--- src/rtl/jk_defs.sv ---
`default_nettype none
// +--------------------------------------------------------------------------+
// | Package  : jk_defs                                                       |
// | Brief    : JK cell mode encodings and parameter range helper.            |
// | Revision : 1.0                                                           |
// +--------------------------------------------------------------------------+
package jk_defs;

  // Cell modes, encoded as {j, k}
  localparam logic [1:0] JK_HOLD   = 2'b00;
  localparam logic [1:0] JK_RESET  = 2'b01;
  localparam logic [1:0] JK_SET    = 2'b10;
  localparam logic [1:0] JK_TOGGLE = 2'b11;

  function automatic bit max_count_ok(input int width, input int max_count);
    return (width >= 1) && (width <= 16) &&
           (max_count > 0) && (max_count <= ((1 << width) - 1));
  endfunction

endpackage
`default_nettype wire

--- src/rtl/jk_cell.sv ---
`default_nettype none
// +--------------------------------------------------------------------------+
// | Module   : jk_cell                                                       |
// | Brief    : Single-bit JK flip-flop with asynchronous active-high reset.  |
// | Revision : 1.0                                                           |
// +--------------------------------------------------------------------------+
module jk_cell
  import jk_defs::*;
(
  input  logic clk,
  input  logic rst,
  input  logic j,
  input  logic k,
  output logic q,
  output logic qnot
);

  logic r_q;

  always_ff @(posedge clk or posedge rst) begin
    if (rst) begin
      r_q <= 1'b0;
    end else begin
      case ({j, k})
        JK_HOLD:   r_q <= r_q;
        JK_RESET:  r_q <= 1'b0;
        JK_SET:    r_q <= 1'b1;
        JK_TOGGLE: r_q <= ~r_q;
        default:   r_q <= r_q;
      endcase
    end
  end

  assign q    = r_q;
  assign qnot = ~r_q;

endmodule
`default_nettype wire

--- src/rtl/jk_mod_counter.sv ---
`default_nettype none
// +--------------------------------------------------------------------------+
// | Module   : jk_mod_counter                                                |
// | Brief    : Modulo up/down counter with load, built from JK cells.        |
// | Revision : 1.0                                                           |
// +--------------------------------------------------------------------------+
module jk_mod_counter
  import jk_defs::*;
#(
  parameter int WIDTH     = 4,
  parameter int MAX_COUNT = 9
) (
  input  logic             clk,
  input  logic             rst,
  input  logic             en,
  input  logic             up,
  input  logic             load,
  input  logic [WIDTH-1:0] din,
  output logic [WIDTH-1:0] q,
  output logic [WIDTH-1:0] qnot,
  output logic             tc
);

  localparam logic [WIDTH-1:0] c_max  = WIDTH'(MAX_COUNT);
  localparam logic [WIDTH-1:0] c_zero = '0;
  localparam logic [WIDTH-1:0] c_one  = WIDTH'(1);

  if (!max_count_ok(WIDTH, MAX_COUNT)) begin : g_bad_param
    $error("jk_mod_counter: MAX_COUNT out of range for WIDTH");
  end

  logic [WIDTH-1:0] w_q;
  logic [WIDTH-1:0] w_qnot;
  logic [WIDTH-1:0] w_next;
  logic [WIDTH-1:0] w_j;
  logic [WIDTH-1:0] w_k;

  always_comb begin
    w_next = w_q;
    if (load) begin
      w_next = (din > c_max) ? c_max : din;
    end else if (en) begin
      // An out-of-range state recovers to zero regardless of direction
      if (w_q > c_max) begin
        w_next = c_zero;
      end else if (up) begin
        w_next = (w_q == c_max) ? c_zero : (w_q + c_one);
      end else begin
        w_next = (w_q == c_zero) ? c_max : (w_q - c_one);
      end
    end
  end

  // Only set/reset/hold are ever requested: J and K are never both high
  assign w_j = w_next & ~w_q;
  assign w_k = ~w_next & w_q;

  for (genvar i = 0; i < WIDTH; i++) begin : g_cells
    jk_cell u_cell (
      .clk  (clk),
      .rst  (rst),
      .j    (w_j[i]),
      .k    (w_k[i]),
      .q    (w_q[i]),
      .qnot (w_qnot[i])
    );
  end

  assign q    = w_q;
  assign qnot = w_qnot;
  assign tc   = en & ~load & ((up & (w_q == c_max)) | (~up & (w_q == c_zero)));

endmodule
`default_nettype wire

--- config.mk ---
export PLATFORM = sky130hd
export DESIGN_NAME = jk_mod_counter
export DESIGN_NICKNAME = d
export VERILOG_FILES = /design/src/rtl/jk_defs.sv /design/src/rtl/jk_cell.sv /design/src/rtl/jk_mod_counter.sv
export SDC_FILE = /design/constraint.sdc
export NUM_CORES = 1
export LEC_CHECK = 0
export ABC_CLOCK_PERIOD_IN_PS = 5400
export CAP_MARGIN = 15
export CORE_AREA = 2 2 39 41
export DETAILED_ROUTE_END_ITERATION = 10
export DIE_AREA = 0 0 41 43
export GPL_TIMING_DRIVEN = 0
export PLACE_DENSITY = 0.72
export SETUP_SLACK_MARGIN = 0.02
export SLEW_MARGIN = 10
export SYNTH_ARGS = -nofsm -noshare
export SYNTH_HDL_FRONTEND = slang
export SYNTH_SLANG_ARGS = --single-unit
--- constraint.sdc ---
create_clock -name clk -period 5.4 [get_ports clk]
set_input_delay 0.54 -clock clk [delete_from_list [all_inputs] [get_ports clk]]
set_output_delay 0.54 -clock clk [all_outputs]
set_load 0.05 [all_outputs]
==> impl_results.md, run 1 <==
* Status: completed
* Row count at 14
* CP endpoint kind: output pin
* Slew HR at 67.0%
* Initial Util at 41.9%
* Period Utilization, post-route at 59.1%
* First-pass GRT wire length at 2010 µm
* Die Height at 43 µm
* Root Buffer: clkbuf_4
* Top-Level Pins at 18
* Synth warnings at 0
* Min Tclk post-route at 3190 ps
* Vias in the first global route at 462
* Seq cells post-synth at 4
* Worst reg2reg startpoint: g_cells[0].u_cell.q
* Max-Cap Viols at 0
* Filler cells at 139
* Remaining Overflow, GRT at 0
* CP Cell Sequence: clkdlybuf4s50_1, buf_6, or3_1, a2111oi_2, clkdlybuf4s50_1
* FMAX at 313 MHz
* TritonCTS buffer count at 3
* WL/cell at 11.9 µm
* Setup WS post-layout at 2210 ps
* Synth top area cells: dfrtp_1, buf_4, ha_1
* Gr usage total at 16.4%
* Pwr dens at 579 mW/mm²
* Area delta synth->final at 35.0%
* Peak supply drop at 0.000402 V
* Post-synth cell types at 31
* Syn_area_per_cell at 8.40 µm²
* Share of cells above drive strength 1 at 27.3%
* Finished Core Util at 56.5%
* Crit path max fanout at 10
* Reg-to-Reg End: g_cells[2].u_cell.q
* Synth area leader: dfrtp_1
* Critical path required time at 4860 ps
* Most frequent CP cell: clkdlybuf4s50_1
* Critical Path AT at 2650 ps
* Die area at 0.00176 mm²
* IO buf count at 16
* R2R setup slack at 3420 ps
* Core area at 0.00138 mm²
* Worst slack at placement at 2200 ps
* Leak Pwr at 0.347 nW
* Vias per cell at 5.27
* Antenna cell count at 0
* CTS tree: built
* Max reg flops at 4
* Via count at 548
* Sequential fraction of the synthesis area at 17.3%
* Initial antenna violation count at 0
* RD Place Congestion at 0.747
* Clk sinks at 4
* Worst-path clk slew at 40 ps
* Fin nets at 103
* Clock Latency Late Sink at 230 ps
* Final hold vios at 0
* Final Max Tran Viols at 0
* Final ANT Viol Nets at 0
* Cells after Synth at 69
* Hold WC Path Type: primary input to async pin
* Drt total wl at 1240 µm
* Width of the die at 41 µm
* Worst R2R Path Depth at 6
* Slowest Stage Delay on Critical Path at 850 ps
* CP Buf/Inv Count at 3
* Post-CTS setup buffers at 0
* Setup Viol. Count Final at 0
* Syn_nets at 82
* Drt first pass iters at 4
* Worst Tran Pin Value at 494 ps
* Cell family with most CP delay: buffers and inverters
* Remaining DRCs at 0
* H-tree depth at 1
* Largest net degree at the start of global routing at 11
* Pwr Total at 0.000453 W
* Top cell type's share of synthesized area at 17.3%
* Hold Buf Count CTS at 0
* Synthesized area at 579 µm²
* Clock buffer depth at 2
* CP Launch Type: primary input
* Post_cts resized at 0
* Final TNS setup at 0 ps
* Crit Path Class: primary input to output pin
* DRT iter0 DRCs at 21
* Clock skew at 3.95 ps
* Detailed placement HPWL at 962 µm
* RSZ-0062 raised after global routing: no
* Slowest cell on the critical path: clkdlybuf4s50_1
-- how the worst max path moves through the flow --
| stage | start | to | cells after the start |
|---|---|---|---|
| after global placement | up | tc | 5 |
| after CTS | up | tc | 5 |
| final | up | tc | 5 |
| after floorplan | up | tc | 3 |
| after global routing | up | tc | 5 |
| after detailed placement | up | tc | 5 |
-- where the power goes --
part | total (W) | switching (W) | internal [W] | leakage, nW
logic | 0.000351 | 0.000195 | 0.000156 | 0.283
clock network | 0.0000369 | 0.0000121 | 0.0000249 | 0.0138
registers | 0.0000646 | 0.0000203 | 0.0000443 | 0.0503
total | 0.000453 | 0.000228 | 0.000225 | 0.347
-- layout by cell type, fill, tap and decap left out, types with 2 or more instances in the layout --
cell type / count
clkdlybuf4s50_1: 16
buf_4: 10
inv_1: 9
nor2_1: 5
mux2_2: 4
o21ai_0: 4
clkbuf_4: 4
ha_1: 4
dfrtp_1: 4
buf_6: 2
o211ai_1: 2
nand3_1: 2
a21oi_1: 2
a32oi_1: 2
-- worst register-to-register path: stages (launching register included) --
cell      delay [ps]
dfrtp_1          410
buf_4            190
nor4b_2          270
o21ai_1          100
a221oi_1         320
ha_1             300
mux2_2           270
-- cell families (layout without fill, tap and decap cells) --
| kind of cell | after synthesis | count (layout) | share of synthesized area [%] |
|---|---|---|---|
| AO/OA/AOI/OAI | 18 | 18 | 23.5 |
| XOR/XNOR | 1 | 1 | 1.51 |
| adder cells (fa/ha/maj) | 4 | 4 | 8.64 |
| buffers and inverters | 22 | 41 | 24.0 |
| flip-flops | 4 | 4 | 17.3 |
| multiplexers | 4 | 4 | 7.77 |
| AND/OR/NAND/NOR | 16 | 16 | 17.3 |
-- layout make-up --
type                    count  area, µm²  share of cell area, %
flip-flops and latches      4        100                   12.8
plain buffers              13        105                   13.4
clock buffers               3       22.5                   2.88
inverters                   9       33.8                   4.32
repair buffers             16        160                   20.5
well taps                  16       20.0                   2.56
multi-input cells          43        340                   43.5
-- per-stage QoR --
step	hold WS, ps	area [µm²]	instances
global route	521	782	104
floorplan	306	579	69
detailed placement	696	759	101
finish	482	782	104
global placement	676	759	101
CTS	477	782	104
-- routing by layer --
metal | global-route usage, % | wire, µm
met5 | 0 | 0
met4 | 2.00 | 0
met3 | 4.71 | 72
met2 | 24.4 | 591
met1 | 23.6 | 574
-- synthesized netlist by cell type --
cell,count
xor2_1,1
a221oi_1,1
a21oi_1,2
buf_4,10
buf_6,2
clkbuf_4,1
a211o_1,1
nand2_1,1
a2111oi_2,1
or3_1,1
nor4b_2,1
dfrtp_1,4
a21boi_0,1
nor2_1,5
a32oi_1,2
ha_1,4
nor4_1,1
and2_1,1
nor2b_1,1
inv_1,9
and4b_2,1
a311oi_1,1
a311o_1,1
mux2_2,4
nand2b_1,1
o21ai_1,1
o211ai_1,2
a32o_1,1
o21ai_0,4
nand3_1,2
and4_2,1
(Power assumes the default switching activity.)
==> run 2: changes to the inputs <==
--- a/config.mk
+++ b/config.mk
@@ -5,13 +5,12 @@
 export SDC_FILE = /design/constraint.sdc
 export NUM_CORES = 1
 export LEC_CHECK = 0
-export ABC_CLOCK_PERIOD_IN_PS = 5400
+export ABC_CLOCK_PERIOD_IN_PS = 2700
 export CAP_MARGIN = 15
-export CORE_AREA = 2 2 39 41
+export CORE_UTILIZATION = 40
 export DETAILED_ROUTE_END_ITERATION = 10
-export DIE_AREA = 0 0 41 43
 export GPL_TIMING_DRIVEN = 0
-export PLACE_DENSITY = 0.72
+export PLACE_DENSITY = 0.7
 export SETUP_SLACK_MARGIN = 0.02
 export SLEW_MARGIN = 10
 export SYNTH_ARGS = -nofsm -noshare
==> constraint.sdc (replaced) <==
create_clock -name clk -period 2.7 [get_ports clk]
set_input_delay 0.27 -clock clk [delete_from_list [all_inputs] [get_ports clk]]
set_output_delay 0.27 -clock clk [all_outputs]
set_load 0.05 [all_outputs]
==> impl_results.md, run 2 (synthesis results as in run 1) <==
* Non-filler cells, final at 103 (-0.96%)
* Max reg flops at 4 (unchanged)
* DP Cell Count at 100 (-0.99%)
* TritonCTS buffer count at 3 (unchanged)
* Setup WS post-layout at 445 ps (-1760 ps)
* Drt total wl at 1190 µm (-3.7%)
* Clock skew at 1.33 ps (-2.61 ps)
* Leak Pwr at 0.365 nW (+5.2%)
* Crit Path Class: primary input to output pin
* DRT iter0 DRCs at 8 (-62%)
* Width of the die at 40.1 µm (-2.3%)
* Slowest cell on the critical path: dlymetal6s2s_1
* Period Utilization, post-route at 83.5%
* Row count at 13 (-1)
* Core area at 0.00132 mm² (-4.8%)
* CP Launch Type: primary input
* H-tree depth at 1 (unchanged)
* CTS tree: built
* Critical path origin: up
* Die area at 0.00160 mm² (-9.0%)
* Hold Buf Count CTS at 0 (unchanged)
* Setup Viol. Count Final at 0 (unchanged)
* FMAX at 443 MHz
* Status: completed
* Final ANT Viol Nets at 0 (unchanged)
* CP Cell Sequence: clkdlybuf4s50_1, buf_6, or3_1, a2111oi_2, dlymetal6s2s_1
* RSZ-0062 raised after global routing: no
* CP endpoint kind: output pin
* Initial Util at 44.0% (+2.1 points)
* Via count at 527 (-3.8%)
* Worst reg2reg startpoint: g_cells[2].u_cell.q
* Critical path required time at 2430 ps (-2430 ps)
* Initial antenna violation count at 0 (unchanged)
* Top-Level Pins at 18 (unchanged)
* Root Buffer: clkbuf_4
* Die Height at 40.1 µm (-6.8%)
* Worst slack at placement at 24.4 ps (-2170 ps)
* Hold WS at 216 ps (-266 ps)
* Hold WC Path Type: primary input to async pin
* Clk sinks at 4 (unchanged)
* Detailed placement HPWL at 925 µm (-3.9%)
* Largest net degree at the start of global routing at 11 (unchanged)
* Pwr Total at 0.000900 W (+99%)
* Gr usage total at 18.4% (+2.0 points)
* Area delta synth->final at 35.2%
* Vias per cell at 5.12 (-2.9%)
* Worst Tran Pin Value at 498 ps (+3.99 ps)
* Max-Cap Viols at 0 (unchanged)
* Fin nets at 103 (unchanged)
* Worst-path clk slew at 30 ps (about the same)
* IO buf count at 16 (unchanged)
* Drt first pass iters at 3 (-1)
* Commonest non-fill, non-tap cell in the layout: clkdlybuf4s50_1
* Final TNS setup at 0 ps (unchanged)
* Slew HR at 66.7% (-0.27 points)
* Filler cells at 124 (-11%)
* Clock buffer depth at 2 (unchanged)
* Vias in the first global route at 437 (-5.4%)
* WL/cell at 11.6 µm (-2.8%)
* Slowest Stage Delay on Critical Path at 460 ps (-390 ps)
* Clock Latency Late Sink at 230 ps (about the same)
* Min Tclk post-route at 2250 ps
* Most frequent cells in the layout: clkdlybuf4s50_1, buf_4, inv_1, nor2_1
* Pwr dens at 1150 mW/mm² (+99%)
* Critical Path AT at 1980 ps (-670 ps)
* RD Place Congestion at 0.767 (+2.7%)
* First-pass GRT wire length at 1930 µm (-4.1%)
* Peak supply drop at 0.000609 V (+52%)
* Share of cells above drive strength 1 at 27.3% (unchanged)
* Final Max Tran Viols at 0 (unchanged)
* Remaining DRCs at 0 (unchanged)
* Antenna cell count at 0 (unchanged)
* Final hold vios at 0 (unchanged)
* Crit path max fanout at 10 (unchanged)
* Remaining Overflow, GRT at 0 (unchanged)
run 2: path summary, 6_finish.rpt:
kind | to | slack [ps] | cells after the start
max reg2reg | g_cells[1].u_cell.q | 770 | 5
min | g_cells[0].u_cell.q | 220 | 2
min in group clk | g_cells[3].u_cell.q | 690 | 2
min reg2reg | g_cells[3].u_cell.q | 690 | 2
max | tc | 450 | 5
max in group asynchronous | g_cells[2].u_cell.q | 2340 | 2
run 2: critical path: cells and delay by family:
| family | cells | cell delay, ps |
|---|---|---|
| buf+inv | 3 | 1040 |
| compound gates | 1 | 350 |
| simple gates | 1 | 320 |
run 2: layer usage:
layer  up-vias  track usage [%]  routed length, µm
met5         -                0                  0
met4         0             10.3                  0
met3         0             3.33                 26
met2         9             24.2                587
met1       240             27.2                578
li1        278                -                  -
run 2: final cells by class:
cell class | count | area, µm² | area share [%]
multi-input combinational | 43 | 340 | 43.5
timing repair buffer | 16 | 163 | 20.8
buffer | 13 | 105 | 13.4
sequential | 4 | 100 | 12.8
inverter | 9 | 33.8 | 4.31
clock buffer | 3 | 22.5 | 2.88
tap | 15 | 18.8 | 2.40
run 2: timing repair:
action	in CTS	in global routing
gates resized for setup	0	1
setup endpoints to repair	0	1
buffers inserted	0	0
run 2: metrics by stage:
stage	area, µm²	utilization [%]
2_1_floorplan	579	-
5_1_grt	783	59.4
4_1_cts	781	59.3
6_report	783	59.4
3_5_place_dp	758	57.5
3_3_place_gp	758	57.5
run 2: power breakdown:
part           switching [W]  internal (W)  total [W]
Combinational       0.000390      0.000311   0.000701
Sequential         0.0000398     0.0000886   0.000128
Clock              0.0000207     0.0000495  0.0000702
Total               0.000450      0.000450   0.000900
==> run 3: changes to the inputs <==
--- a/config.mk
+++ b/config.mk
@@ -5,12 +5,13 @@
 export SDC_FILE = /design/constraint.sdc
 export NUM_CORES = 1
 export LEC_CHECK = 0
-export ABC_CLOCK_PERIOD_IN_PS = 2700
+export ABC_CLOCK_PERIOD_IN_PS = 2200
 export CAP_MARGIN = 15
-export CORE_UTILIZATION = 40
+export CORE_AREA = 2 2 39 41
 export DETAILED_ROUTE_END_ITERATION = 10
+export DIE_AREA = 0 0 41 43
 export GPL_TIMING_DRIVEN = 0
-export PLACE_DENSITY = 0.7
+export PLACE_DENSITY = 0.72
 export SETUP_SLACK_MARGIN = 0.02
 export SLEW_MARGIN = 10
 export SYNTH_ARGS = -nofsm -noshare
==> constraint.sdc (replaced) <==
create_clock -name clk -period 2.2 [get_ports clk]
set_input_delay 0.22 -clock clk [delete_from_list [all_inputs] [get_ports clk]]
set_output_delay 0.22 -clock clk [all_outputs]
set_load 0.05 [all_outputs]
==> impl_results.md, run 3 (synthesis results as in run 1) <==
* Width of the die at 41 µm (+2.4%)
* Hold WC Path Type: primary input to async pin
* Root Buffer: clkbuf_4
* Core area at 0.00138 mm² (+5.0%)
* Worst slack at placement at -362 ps (-387 ps)
* Top-Level Pins at 18 (unchanged)
* Sequential Power Share at 14.3% (about the same)
* FMAX at 473 MHz
* Clock buffer depth at 2 (unchanged)
* Slowest cell on the critical path: clkdlybuf4s50_1
* Row count at 14 (+1)
* Final Max Tran Viols at 0 (unchanged)
* Post_cts resized at 4 (+4)
* Gr usage total at 16.4% (-2.0 points)
* DRT iter0 DRCs at 21 (+13)
* Worst Tran Pin Value at 494 ps (-3.99 ps)
* Crit path max fanout at 10 (unchanged)
* Initial Util at 41.9% (-2.1 points)
* Status: completed
* Internal Power at 0.000551 W (+23%)
* Peak supply drop at 0.000985 V (+62%)
* Remaining Overflow, GRT at 0 (unchanged)
* RSZ-0062 raised after global routing: no
* Net Sw Frac at 50.4% (+0.33 points)
* Period Utilization, post-route at 96.0%
* Setup Viol. Count Final at 0 (unchanged)
* Max reg flops at 4 (unchanged)
* Post-CTS setup buffers at 0 (unchanged)
* Power share of the combinational group at 77.6% (-0.3 points)
* Commonest non-fill, non-tap cell in the layout: clkdlybuf4s50_1
* Drt total wl at 1240 µm (+3.9%)
* Crit Path Class: primary input to output pin
* Clk sinks at 4 (unchanged)
* Critical Path AT at 1890 ps (-90 ps)
* Most frequent cells in the layout: clkdlybuf4s50_1, buf_4, inv_1, nor2_1
* CTS tree: built
* CP endpoint kind: output pin
* Sw power at 0.000559 W (+24%)
* Clock Power Share at 8.2% (+0.4 points)
* Critical path required time at 1980 ps (-450 ps)
* CP Launch Type: primary input
* Detailed placement HPWL at 962 µm (+4.1%)
* Final ANT Viol Nets at 0 (unchanged)
* Die area at 0.00176 mm² (+9.9%)
* Hold Buf Count CTS at 0 (unchanged)
* R2R setup slack at 220 ps (-550 ps)
* Antenna cell count at 0 (unchanged)
* RD Place Congestion at 0.747 (-2.7%)
* Initial antenna violation count at 0 (unchanged)
* Fin nets at 103 (unchanged)
* Via count at 548 (+4.0%)
* Largest net degree at the start of global routing at 11 (unchanged)
* Remaining DRCs at 0 (unchanged)
* WL/cell at 11.9 µm (+2.9%)
* CP Cell Sequence: clkdlybuf4s50_1, buf_6, or3_1, a2111oi_2, clkdlybuf4s15_2
* IO buf count at 16 (unchanged)
* Min Tclk post-route at 2110 ps
* Pwr dens at 1420 mW/mm² (+23%)
* Clock skew at 3.95 ps (+2.61 ps)
* Vias per cell at 5.27 (+3.0%)
* Die Height at 43 µm (+7.4%)
* Share of cells above drive strength 1 at 28.4% (+1.1 points)
* Max-Cap Viols at 0 (unchanged)
* Pwr Total at 0.00111 W (+23%)
* Setup WS post-layout at 87.1 ps (-358 ps)
* Drt first pass iters at 4 (+1)
* Vias in the first global route at 462 (+5.7%)
* Final TNS setup at 0 ps (unchanged)
* Area delta synth->final at 35.2% (unchanged)
* Slew HR at 67.0% (+0.27 points)
* Final hold vios at 0 (unchanged)
* Worst-path clk slew at 40 ps (about the same)
* Clock Latency Late Sink at 230 ps (about the same)
* Leak Pwr at 0.347 nW (-4.9%)
* Slowest Stage Delay on Critical Path at 430 ps (-30 ps)
* First-pass GRT wire length at 2010 µm (+4.3%)
* TritonCTS buffer count at 3 (unchanged)
* H-tree depth at 1 (unchanged)
## run 3: cell types whose count changed in the layout (fill, tap and decap cells not counted)
| cell | change |
|---|---|
| clkdlybuf4s15_2 | +1 |
| dlymetal6s2s_1 | -1 |
## run 3: final cells by class
class | instances | area [µm²]
clock buffer | 3 | 22.5
inverter | 9 | 33.8
sequential | 4 | 100
buffer | 13 | 105
tap | 16 | 20.0
timing repair buffer | 16 | 161
multi-input combinational | 43 | 340
fill | 138 | 601
## run 3: stage by stage
step / util, % / hold WS (ps) / std cells / cell area [µm²]
after global placement: 54.9 / 408 / 101 / 759
after global routing: 56.6 / 201 / 104 / 783
after floorplan: - / -13.9 / 69 / 579
after detailed placement: 54.9 / 412 / 101 / 759
final: 56.6 / 162 / 104 / 783
after CTS: 56.6 / 157 / 104 / 783
## run 3: worst paths after layout
check	from	endpoint	cells after the start
max	up	tc	5
min	rst	g_cells[3].u_cell.q	2
max reg2reg	g_cells[0].u_cell.q	g_cells[2].u_cell.q	6
min reg2reg	g_cells[3].u_cell.q	g_cells[3].u_cell.q	2
max in group asynchronous	rst	g_cells[1].u_cell.q	2
min in group clk	load	g_cells[3].u_cell.q	4
## run 3: layer usage
layer	global-route usage [%]	wire, µm	part of all wire, %	up-vias
met5	0	0	0	-
li1	-	-	-	280
met4	2.00	0	0	0
met3	4.71	72	5.8	0
met1	23.6	574	46	250
met2	24.4	591	48	18
## run 3: power by group through the flow
stage / Sequential (W) / Clock, W / Combinational (W)
final: 0.000159 / 0.0000907 / 0.000861
after global routing: 0.000164 / 0.0000985 / 0.000926
after CTS: 0.000159 / 0.0000949 / 0.000867
after detailed placement: 0.000160 / 0 / 0.000865
after global placement: 0.000159 / 0 / 0.000853
after floorplan: 0.000145 / 0 / 0.000665
## run 3: critical path, delay by kind of cell
kind / cells / cell delay [ps]
buffers and inverters: 3 / 990
AND/OR/NAND/NOR: 1 / 320
AO/OA/AOI/OAI: 1 / 350
==> RTL edit 1, RTL diff (flow settings as in run 2) <==
Register the output `q`, without a reset; this adds one clock of latency there. The other outputs are not delayed to match.
--- a/src/rtl/jk_mod_counter.sv
+++ b/src/rtl/jk_mod_counter.sv
@@ -24,6 +24,8 @@
   localparam logic [WIDTH-1:0] c_max  = WIDTH'(MAX_COUNT);
   localparam logic [WIDTH-1:0] c_zero = '0;
   localparam logic [WIDTH-1:0] c_one  = WIDTH'(1);
+
+  logic [WIDTH-1:0] q_d;
 
   if (!max_count_ok(WIDTH, MAX_COUNT)) begin : g_bad_param
     $error("jk_mod_counter: MAX_COUNT out of range for WIDTH");
@@ -66,9 +68,13 @@
     );
   end
 
-  assign q    = w_q;
+  assign q_d  = w_q;
   assign qnot = w_qnot;
   assign tc   = en & ~load & ((up & (w_q == c_max)) | (~up & (w_q == c_zero)));
+
+  always_ff @(posedge clk) begin
+    q <= q_d;
+  end
 
 endmodule
 `default_nettype wire
Function: changed (Yosys sat finds a counterexample within 4 cycles, from zero or initial values and one cycle with rst high).
==> RTL edit 1 against run 2 <==
- the run now ends with design-rule violations left
- wire length down 0.34%
- hold slack got worse by 0.017 ns
- setup slack lost 0.14 ns
- area after synthesis rose by 9.5%
- cell count rose by 2.9%
- first-iteration DRC count up 75%
- sequential cell count increased by 4
- final area increased by 7.3%
- power up 8.2%
- critical path type unchanged
- largest power group unchanged
==> RTL edit 1: results (changes against run 2) <==
Area after DPL=815 µm² (+7.4%); # diodes=0 (unchanged); CTS H-tree lvls=1 (unchanged); register area share after synthesis=28.4% (+11 points); Crit path arrival time=2.13 ns (+0.15 ns); clk_lat worst skew=0.25 ns (+0.02 ns); met3 global-route usage=5.22% (+1.9 points); Worst Max-Slew Pin Slew=0.493 ns (-0.00494 ns); violated checks=design-rule violations; final std cells w/o fill=106 (+2.9%); PostCTS Resize Cnt=0 (unchanged); syn avg cell area=9.06 µm² (+7.9%); initial antenna violation count=0 (unchanged); WL/cell=11.2 µm (-3.2%); dpl hpwl=924 µm (about the same); Post-synth top cells=inv_1, buf_4, nor3b_1; Max FO, Critical Path=8 (-2); biggest regs=g_cells.u_cell.q (4), q (4); First-pass DRT Iterations=6 (+3); port buffer count=16 (unchanged); Distinct cells, synth=35 (+13%); syn nets=83 (+1.2%); top cells by area, synth=dfrtp_1, dfxtp_1, ha_1, mux2_2, buf_4; Placed Instances=102 (+2.0%); CTS root buf=clkbuf_4; critical path's slowest cell=clkdlybuf4s50_1; fraction of registers with async set/reset=50.0% (-50 points); fill count=152 (+23%); crit-path max cell delay=0.79 ns (+0.33 ns); Top FF cell, synth=dfxtp_1; Hold WC Path Type=primary input to async pin; Reg clk slew, reported paths=0.06 ns (+0.03 ns); status=finished with violations; Initial DRC Count=14 (+6); Clock Skew=0.00932 ns (+0.00799 ns); total track usage=15.7% (-2.6 points); DRC violations left=1 (+1); Vias/cell=5.37 (+4.9%); GP Congestion=0.740 (-3.6%); met1 Usage GRT=17.3% (-9.9 points); Leak=0.377 nW (+3.3%); synth warn=0 (unchanged); VDD IR max=0.000809 V (+33%); CTS Buf Count=3 (unchanged); Multi-input gate area=349 µm² (+2.6%); share of layout cells above drive strength 1=23.3% (-3.9 points); vias in the first global route=529 (+21%); maximum root-to-sink buffer count=2 (unchanged); postcts setup bufs=0 (unchanged); Top delay family on crit path=buffers and inverters; pre-CTS setup slack=0.313 ns (+0.289 ns); first-pass GRT wire length=2090 µm (+8.6%); met2 Usage GRT=27.8% (+3.6 points); pin count of the biggest net entering global routing=11 (unchanged)
## RTL edit 1: changes by cell type after synthesis, moves of 2 or more
cell     delta
buf_2       +3
buf_4       -5
dfxtp_1     +4
nor2_1      -2
nor3b_1     +5
o21ai_0     -2
## RTL edit 1: final timing paths
kind / start / end / slack (ns) / depth (start not counted)
max in group asynchronous: rst / g_cells[1].u_cell.q / 2.34 / 2
max reg2reg: g_cells[1].u_cell.q / g_cells[2].u_cell.q / 0.90 / 6
min in group clk: g_cells[2].u_cell.q / q[2] / 0.37 / 0
min: rst / g_cells[3].u_cell.q / 0.20 / 2
max: en / tc / 0.30 / 4
min reg2reg: g_cells[2].u_cell.q / q[2] / 0.37 / 0
## RTL edit 1: power breakdown
group / leakage, nW / switching, mW / internal, mW / total (mW)
combinational: 0.277 / 0.390 / 0.290 / 0.680
sequential: 0.0845 / 0.0261 / 0.173 / 0.199
clock: 0.0150 / 0.0383 / 0.0564 / 0.0946
total: 0.377 / 0.454 / 0.520 / 0.974
## RTL edit 1: layer usage
metal  vias to the layer above  share of wire [%]
li1                        289                  -
met3                         2                2.7
met4                         0                1.2
met1                       265                 47
met5                         -                  0
met2                        13                 49
## RTL edit 1: layout make-up
type                            instances  share of cell area [%]
Inverter                                8                    3.57
Timing Repair Buffer                   16                    19.0
Sequential cell                         8                    21.4
Clock buffer                            4                    3.13
Buffer                                 10                    8.93
Tap cell                               16                    2.38
Multi-Input combinational cell         44                    41.5
## RTL edit 1: kinds of logic (layout without fill, tap and decap cells)
kind of cell,count (synthesis),after routing,share of synthesized area (%)
simple gates,20,20,21.9
buf+inv,18,38,16.6
compound gates,15,15,16.8
flops,8,8,28.4
fa+ha+maj,4,4,7.89
mux,4,4,7.10
xor+xnor,1,1,1.38
==> RTL edit 2, RTL diff (config.mk and constraints of run 2) <==
Made on the original files. Change the parameter `WIDTH` from 4 to 6.
--- a/src/rtl/jk_mod_counter.sv
+++ b/src/rtl/jk_mod_counter.sv
@@ -7,7 +7,7 @@
 module jk_mod_counter
   import jk_defs::*;
 #(
-  parameter int WIDTH     = 4,
+  parameter int WIDTH     = 6,
   parameter int MAX_COUNT = 9
 ) (
   input  logic             clk,
Interface: changed (resized din, q and qnot); port bits go from 18 to 24. No check against the original RTL was run, so the function may have changed too.
==> RTL edit 2 against run 2 <==
- critical path type is now flop to flop
- synthesized cell count rose by 30%
- sequential power rose by 27%
- largest power group unchanged
- highest routed layer is now met4
- area after synthesis rose by 37%
- largest cell class unchanged
- wire length rose by 38%
- clock power rose by 31%
- count of clock-buffer cells in the layout did not move
- utilization fell by 0.84 points
- setup slack got worse by 0.20 ns
- final area rose by 35%
- power rose by 8.8%
- sequential cell count rose by 2
==> RTL edit 2: results (changes against run 2) <==
Clock Skew=0.0103 ns (+0.00894 ns); GP Congestion=0.834 (+8.8%); DR WL met3=58 µm (+120%); Crit path arrival time=2.59 ns (+0.61 ns); VDD IR max=0.000467 V (-23%); met2 routed WL=769 µm (+31%); multiplexer area fraction after synthesis=9.91% (+2.1 points); via count=723 (+37%); Met1 Routed Length=805 µm (+39%); Worst Max-Slew Pin Slew=0.495 ns (-0.00283 ns); Top Metal Used=met4; First-pass DRT Iterations=4 (+1); dpl hpwl=1320 µm (+43%); share of layout cells above drive strength 1=28.9% (+1.7 points); first-pass GRT wire length=2670 µm (+39%); Initial DRC Count=9 (+1); Leak=0.455 nW (+25%); Largest register FFs=6 (+2); total wire length=1640 µm (+38%); vias in the first global route=629 (+44%); register area share after synthesis=18.9% (+1.6 points); Max FO, Critical Path=8 (-2); Distinct cells, synth=36 (+16%); Post-synth top cells=buf_4, ha_1, inv_1; syn nets=110 (+34%); fraction of registers with async set/reset=100% (unchanged); port buffer count=21 (+5); critical path's slowest cell=dfrtp_2; Final #Nets=136 (+32%); clk_lat worst skew=0.26 ns (+0.03 ns); crit-path max cell delay=0.44 ns (-0.02 ns); Post-Synth Adder-Cell Area=14.2% (+5.5 points); # diodes=0 (unchanged); status=finished, final reports clean
==> RTL edit 2: cell types whose count changed after synthesis, sizes merged, moves of 3 or more <==
cell | before | now
ha | 4 | 9
mux2 | 4 | 7
nand2 | 1 | 5
nand4 | 0 | 3
nor2 | 5 | 1
nor3 | 0 | 4
o2111ai | 0 | 3
o21ai | 5 | 2
==> RTL edit 2: final cells by class <==
type                            count  area (µm²)
Tap cell                           25        31.3
Buffer                             17         119
Multi-Input combinational cell     59         497
Clock buffer                        3        22.5
Sequential cell                     6         151
Fill cell                         177         746
Inverter                            8        30.0
Timing Repair Buffer               21         205
==> RTL edit 2: cell families after synthesis <==
logic type	count (synthesis)
flops	6
compound gates	21
mux	7
simple gates	22
buf+inv	25
fa+ha+maj	9
==> RTL edit 2: worst max-delay path, delay by kind of cell (launching register included) <==
family	cells	cell delay, ns
multiplexers	2	0.64
flip-flops	1	0.44
AND/OR/NAND/NOR	1	0.19
adder cells (fa/ha/maj)	2	0.54
buffers and inverters	1	0.13
AO/OA/AOI/OAI	2	0.40
==> RTL edit 2: routing by layer <==
layer	global-route usage [%]	vias to the layer above
met5	0	-
met4	7.06	0
met3	3.53	2
met2	27.2	19
met1	23.5	331
li1	-	371
==> RTL edit 2: path summary, 6_finish.rpt <==
check,from,to,slack (ns),cells past startpoint
max,g_cells[0].u_cell.q,g_cells[2].u_cell.q,0.24,8
min,rst,g_cells[3].u_cell.q,0.23,2
max reg2reg,g_cells[0].u_cell.q,g_cells[2].u_cell.q,0.24,8
min reg2reg,g_cells[1].u_cell.q,g_cells[1].u_cell.q,0.63,1
max in group asynchronous,rst,g_cells[0].u_cell.q,2.24,2
min in group clk,g_cells[1].u_cell.q,g_cells[1].u_cell.q,0.63,1
==> RTL edit 2: through the flow <==
step	cell area [µm²]	utilization, %	setup slack, ns	instances	hold WS (ns)
5_1_grt	1060	58.6	0.0976	139	0.275
2_1_floorplan	796	-	0.301	90	0.0610
6_report	1060	58.6	0.244	139	0.234
3_3_place_gp	1040	57.6	0.0558	136	0.517
3_5_place_dp	1040	57.6	0.0458	136	0.519
4_1_cts	1060	58.8	0.0337	139	0.243
==> RTL edit 2: what timing repair did <==
action	4_1_cts	5_1_grt
pin swaps	0	0
cloned	0	0
hold buffers	0	0
resized for setup	1	3
setup endpoints to repair	1	2
buffers inserted	0	0
==> RTL edit 2: report_power, final <==
part,switching (mW),internal (mW),leakage (nW)
Combinational,0.396,0.328,0.363
Sequential,0.0456,0.117,0.0775
Clock,0.0408,0.0509,0.0138
